--- src/rtl/issue_select.sv ---
// Multi-issue select stage: picks up to ISSUE_WIDTH ready entries per cycle
// in fixed or rotating priority and registers the grants and slot indices.
module issue_select #(
  parameter  int ENTRIES     = 16,
  parameter  int ISSUE_WIDTH = 2,
  parameter  int RR_MODE     = 1,
  localparam int IDX_W       = $clog2(ENTRIES)
) (
  input  logic                         clk_i,
  input  logic                         rst_ni,
  input  logic                         stall_i,
  input  logic                         flush_i,
  input  logic [ENTRIES-1:0]           req_i,
  output logic [ENTRIES-1:0]           grant_o,
  output logic [ISSUE_WIDTH-1:0]       issue_valid_o,
  output logic [ISSUE_WIDTH*IDX_W-1:0] issue_idx_o,
  output logic [IDX_W-1:0]             ptr_o
);

  localparam logic [2:0] IW = 3'(ISSUE_WIDTH);

  logic [ENTRIES-1:0]           grant_q, grant_d;
  logic [ISSUE_WIDTH-1:0]       valid_q, valid_d;
  logic [ISSUE_WIDTH*IDX_W-1:0] idx_q, idx_d;
  logic [IDX_W-1:0]             ptr_q, ptr_d;

  logic [ENTRIES-1:0] elig_s;
  logic [IDX_W-1:0]   start_s;
  logic [IDX_W-1:0]   cand_s;
  logic [IDX_W-1:0]   last_s;
  logic [2:0]         cnt_s;

  // Flat circular scan from the start index; slot k takes the (k+1)-th eligible entry.
  always_comb begin
    elig_s  = req_i & ~grant_q;
    start_s = (RR_MODE != 0) ? ptr_q : '0;
    grant_d = '0;
    valid_d = '0;
    idx_d   = '0;
    last_s  = ptr_q;
    cnt_s   = 3'd0;
    cand_s  = '0;
    for (int j = 0; j < ENTRIES; j++) begin
      cand_s = start_s + IDX_W'(j);
      if (elig_s[cand_s] && (cnt_s < IW)) begin
        grant_d[cand_s] = 1'b1;
        for (int k = 0; k < ISSUE_WIDTH; k++) begin
          valid_d[k]                 = valid_d[k] | (cnt_s == 3'(k));
          idx_d[k*IDX_W +: IDX_W]    = (cnt_s == 3'(k)) ? cand_s : idx_d[k*IDX_W +: IDX_W];
        end
        last_s = cand_s + {{(IDX_W-1){1'b0}}, 1'b1};
        cnt_s  = cnt_s + 3'd1;
      end else begin
        cnt_s = cnt_s;
      end
    end
    // PTR only advances in rotating mode and only when something issued.
    if ((RR_MODE != 0) && valid_d[0]) begin
      ptr_d = last_s;
    end else begin
      ptr_d = ptr_q;
    end
  end

  // Output/pointer registers; flush overrides stall.
  always_ff @(posedge clk_i or negedge rst_ni) begin
    if (!rst_ni) begin
      grant_q <= '0;
      valid_q <= '0;
      idx_q   <= '0;
      ptr_q   <= '0;
    end else if (flush_i) begin
      grant_q <= '0;
      valid_q <= '0;
      idx_q   <= '0;
      ptr_q   <= '0;
    end else if (!stall_i) begin
      grant_q <= grant_d;
      valid_q <= valid_d;
      idx_q   <= idx_d;
      ptr_q   <= ptr_d;
    end
  end

  assign grant_o       = grant_q;
  assign issue_valid_o = valid_q;
  assign issue_idx_o   = idx_q;
  assign ptr_o         = ptr_q;

endmodule

--- config.mk ---
export PLATFORM = sky130hd
export DESIGN_NAME = issue_select
export DESIGN_NICKNAME = d
export VERILOG_FILES = /design/src/rtl/issue_select.sv
export SDC_FILE = /design/constraint.sdc
export NUM_CORES = 1
export LEC_CHECK = 0
export CAP_MARGIN = 20
export CELL_PAD_IN_SITES_DETAIL_PLACEMENT = 0
export CELL_PAD_IN_SITES_GLOBAL_PLACEMENT = 1
export CORE_MARGIN = 4
export CORE_UTILIZATION = 42
export CTS_CLUSTER_DIAMETER = 200
export DETAILED_ROUTE_END_ITERATION = 10
export PLACE_DENSITY_LB_ADDON = 0.25
export SETUP_SLACK_MARGIN = 0.05
export SLEW_MARGIN = 20
export SYNTH_ARGS = -nofsm -noshare
export SYNTH_HDL_FRONTEND = slang
export SYNTH_SLANG_ARGS = --single-unit
export TNS_END_PERCENT = 10
--- constraint.sdc ---
create_clock -name clk_i -period 12.9 [get_ports clk_i]
set_input_delay 3.87 -clock clk_i [delete_from_list [all_inputs] [get_ports clk_i]]
set_output_delay 3.87 -clock clk_i [all_outputs]
set_load 0.005 [all_outputs]
==> results.yml <==
critical_path:
  cp_slowest_cell: "mux4_2"
  crit_start: "req_i[13]"
  timing.rr.start: "ptr_o[2]"
  crit_path_frequent_cell: "ha_4"
  cp_top_family: "simple AND/OR/NAND/NOR gates"
  end_kind: "register"
  cp.required_ps: 13060
  slowest_delay_ps: 540
  crit_fanout: 6
  cp_num_buf_inv: 8
  cp-start-kind: "primary input"
  critical_path_class: "in -> reg"
  cp_data_arrival_time_ps: 13840
clock_network:
  clock_path_buffers: 2
  clk_pin_slew_ps: 50
  cts-htree-levels: 2
  cts_sinks: 30
  insertion_delay_ps: 280
  clockRootBuffer: "clkbuf_16"
  cts_buffers: 5
  cts_tree: "built"
global_route:
  grt_pass1_wl_um: 55000
  grt_max_degree: 38
  first_global_vias: 9260
  antenna_found_initial: 0
  grt_usage_pct: 34.0
  overflow: 0
routing:
  first_iter_violations: 1027
  viasPerCell: 6.69
  drc: 0
  ant_nets: 0
  num_vias: 9795
  drt_pass1_iterations: 5
  wl_um: 36500
  wl_per_cell_um: 24.9
sta:
  finalSetupViolations: 30
  fmax_mhz: 73.1
  slew_violations: 0
  finalCritPeriodShare_pct: 106
  period_needed_ps: 13680
  post-route-worst-setup-slack_ps: -784
  rsz0062_at_grt: "true"
  hold_violations: 0
  final.setup_skew_ps: 4.43
  slew_headroom_pct: 28.8
  worst_pin_slew_ps: 1060
die:
  rows: 49
  die-area_um2: 20900
  io_pins: 50
  start_util_pct: 43.2
  core_area_um2: 18100
  die_y_um: 145
  chipWidth_um: 145
status:
  violations: "setup timing"
  outcome: "finished with violations"
logic_synthesis:
  synth_seq_cells: 30
  async_flop_share_pct: 100
  synth.distinct_cells: 91
  synthTopCellsByCount: "124 x nand2_1, 89 x nor2_1, 75 x o21ai_0"
  yosys_warnings: 0
  yosysSeqAreaShare_pct: 9.58
  synth_ff_type: "dfrtp_1"
  synth_area_um2: 7840
  syn_inst: 1039
  synth_top_area_share_pct: 9.58
  syn_area_per_cell_um2: 7.54
  yosysTopAreaCell: "dfrtp_1"
  syn-num-nets: 1089
  synthTopCellsByArea: "dfrtp_1 9.6%, mux4_1 6.0%, nand2_1 5.9%, mux4_2 5.2%, mux2i_1 5.0%"
  synth_edf_count: 0
  synth.most_common_cell: "nand2_1"
cells_and_area:
  area_growth_pct: 37.3
  drive_above_1_share_pct: 34.6
  multi_input_area_um2: 7330
  fillers: 1677
  fin_area_um2: 10800
  final_nets: 1284
  seq_area_um2: 752
min_path:
  hold_path_class: "reg -> reg"
  hp-start: "issue_idx_o[1]"
placement:
  port_buffers: 49
  dp_hpwl_um: 27300
  placed_area_um2: 9810
  place_congestion: 0.968
job:
  cap_violations: 0
path summary, 6_finish.rpt:
path	endpoint	slack [ps]	cells past startpoint
worst max-delay path	ptr_o[0]	-780	57
worst min-delay path	issue_idx_o[1]	530	2
worst max register to register	ptr_o[0]	1250	56
worst min register to register	issue_idx_o[1]	530	2
max in group asynchronous	ptr_o[0]	8590	2
min in group asynchronous	issue_idx_o[1]	3990	2
per-stage QoR:
step / utilization [%] / hold slack (ps) / cells / setup TNS, ps / worst slack [ps]
floorplan: - / 503 / 1039 / -49690 / -1840
global placement: 54.1 / 513 / 1416 / -43600 / -1680
detailed placement: 54.1 / 519 / 1416 / -51530 / -1990
CTS: 57.4 / 537 / 1449 / -19830 / -892
global route: 59.3 / 568 / 1464 / -30900 / -1220
finish: 59.3 / 534 / 1465 / -17040 / -784
routing by layer:
layer	global-route usage (%)	part of all wire (%)	wire, um
met5	0	0	0
met2	55.7	46	16900
met1	45.8	41	14800
met3	5.46	9.1	3320
met4	11.2	4.1	1490
kinds of logic after synthesis:
kind of cell | after synthesis | share of synthesized area (%)
AO/OA/AOI/OAI | 352 | 31.9
XOR/XNOR | 36 | 5.00
adder cells (fa/ha/maj) | 31 | 4.92
buffers and inverters | 113 | 6.29
flip-flops | 30 | 9.58
multiplexers | 87 | 18.2
AND/OR/NAND/NOR | 390 | 24.2
layout make-up:
class                      count  area share, %
multi-input combinational    896           68.2
timing repair buffer         268           19.5
sequential                    30           6.99
clock buffer                   7           1.33
tap                          229           2.66
clock inverter                 1         0.0465
inverter                      33           1.22
antenna                        1         0.0233
registers in the layout, summed over array words and instances (netlist names):
name and cells:
ptr_o 4, issue_valid_o 2, issue_idx_o 8, grant_o 16
worst min-delay path: cells and delay by family, from the launching register on:
| kind | cells | cell delay [ps] |
|---|---|---|
| buffers and inverters | 1 | 70 |
| AOI/OAI and AO/OA | 1 | 60 |
| DFF | 1 | 370 |
cells in the final DEF (no fill, tap or decap), types with 27 or more instances in the layout:
cell type	instances
a21oi_1	52
buf_4	214
clkdlybuf4s50_1	33
dfrtp_1	29
mux2i_1	35
nand2_1	113
nand3_1	31
nor2_1	83
nor3_1	27
o21ai_0	63
what timing repair did:
item                                    4_1_cts  5_1_grt
setup buffers                                25       15
resized for setup                           146       56
hold buffers                                  0        0
endpoints found under the setup margin       30       30
pin swaps                                    65       55
Power is left out: the tool's default activity adds up to more than one toggle a clock period on the data nets, which glitch-free logic cannot reach.
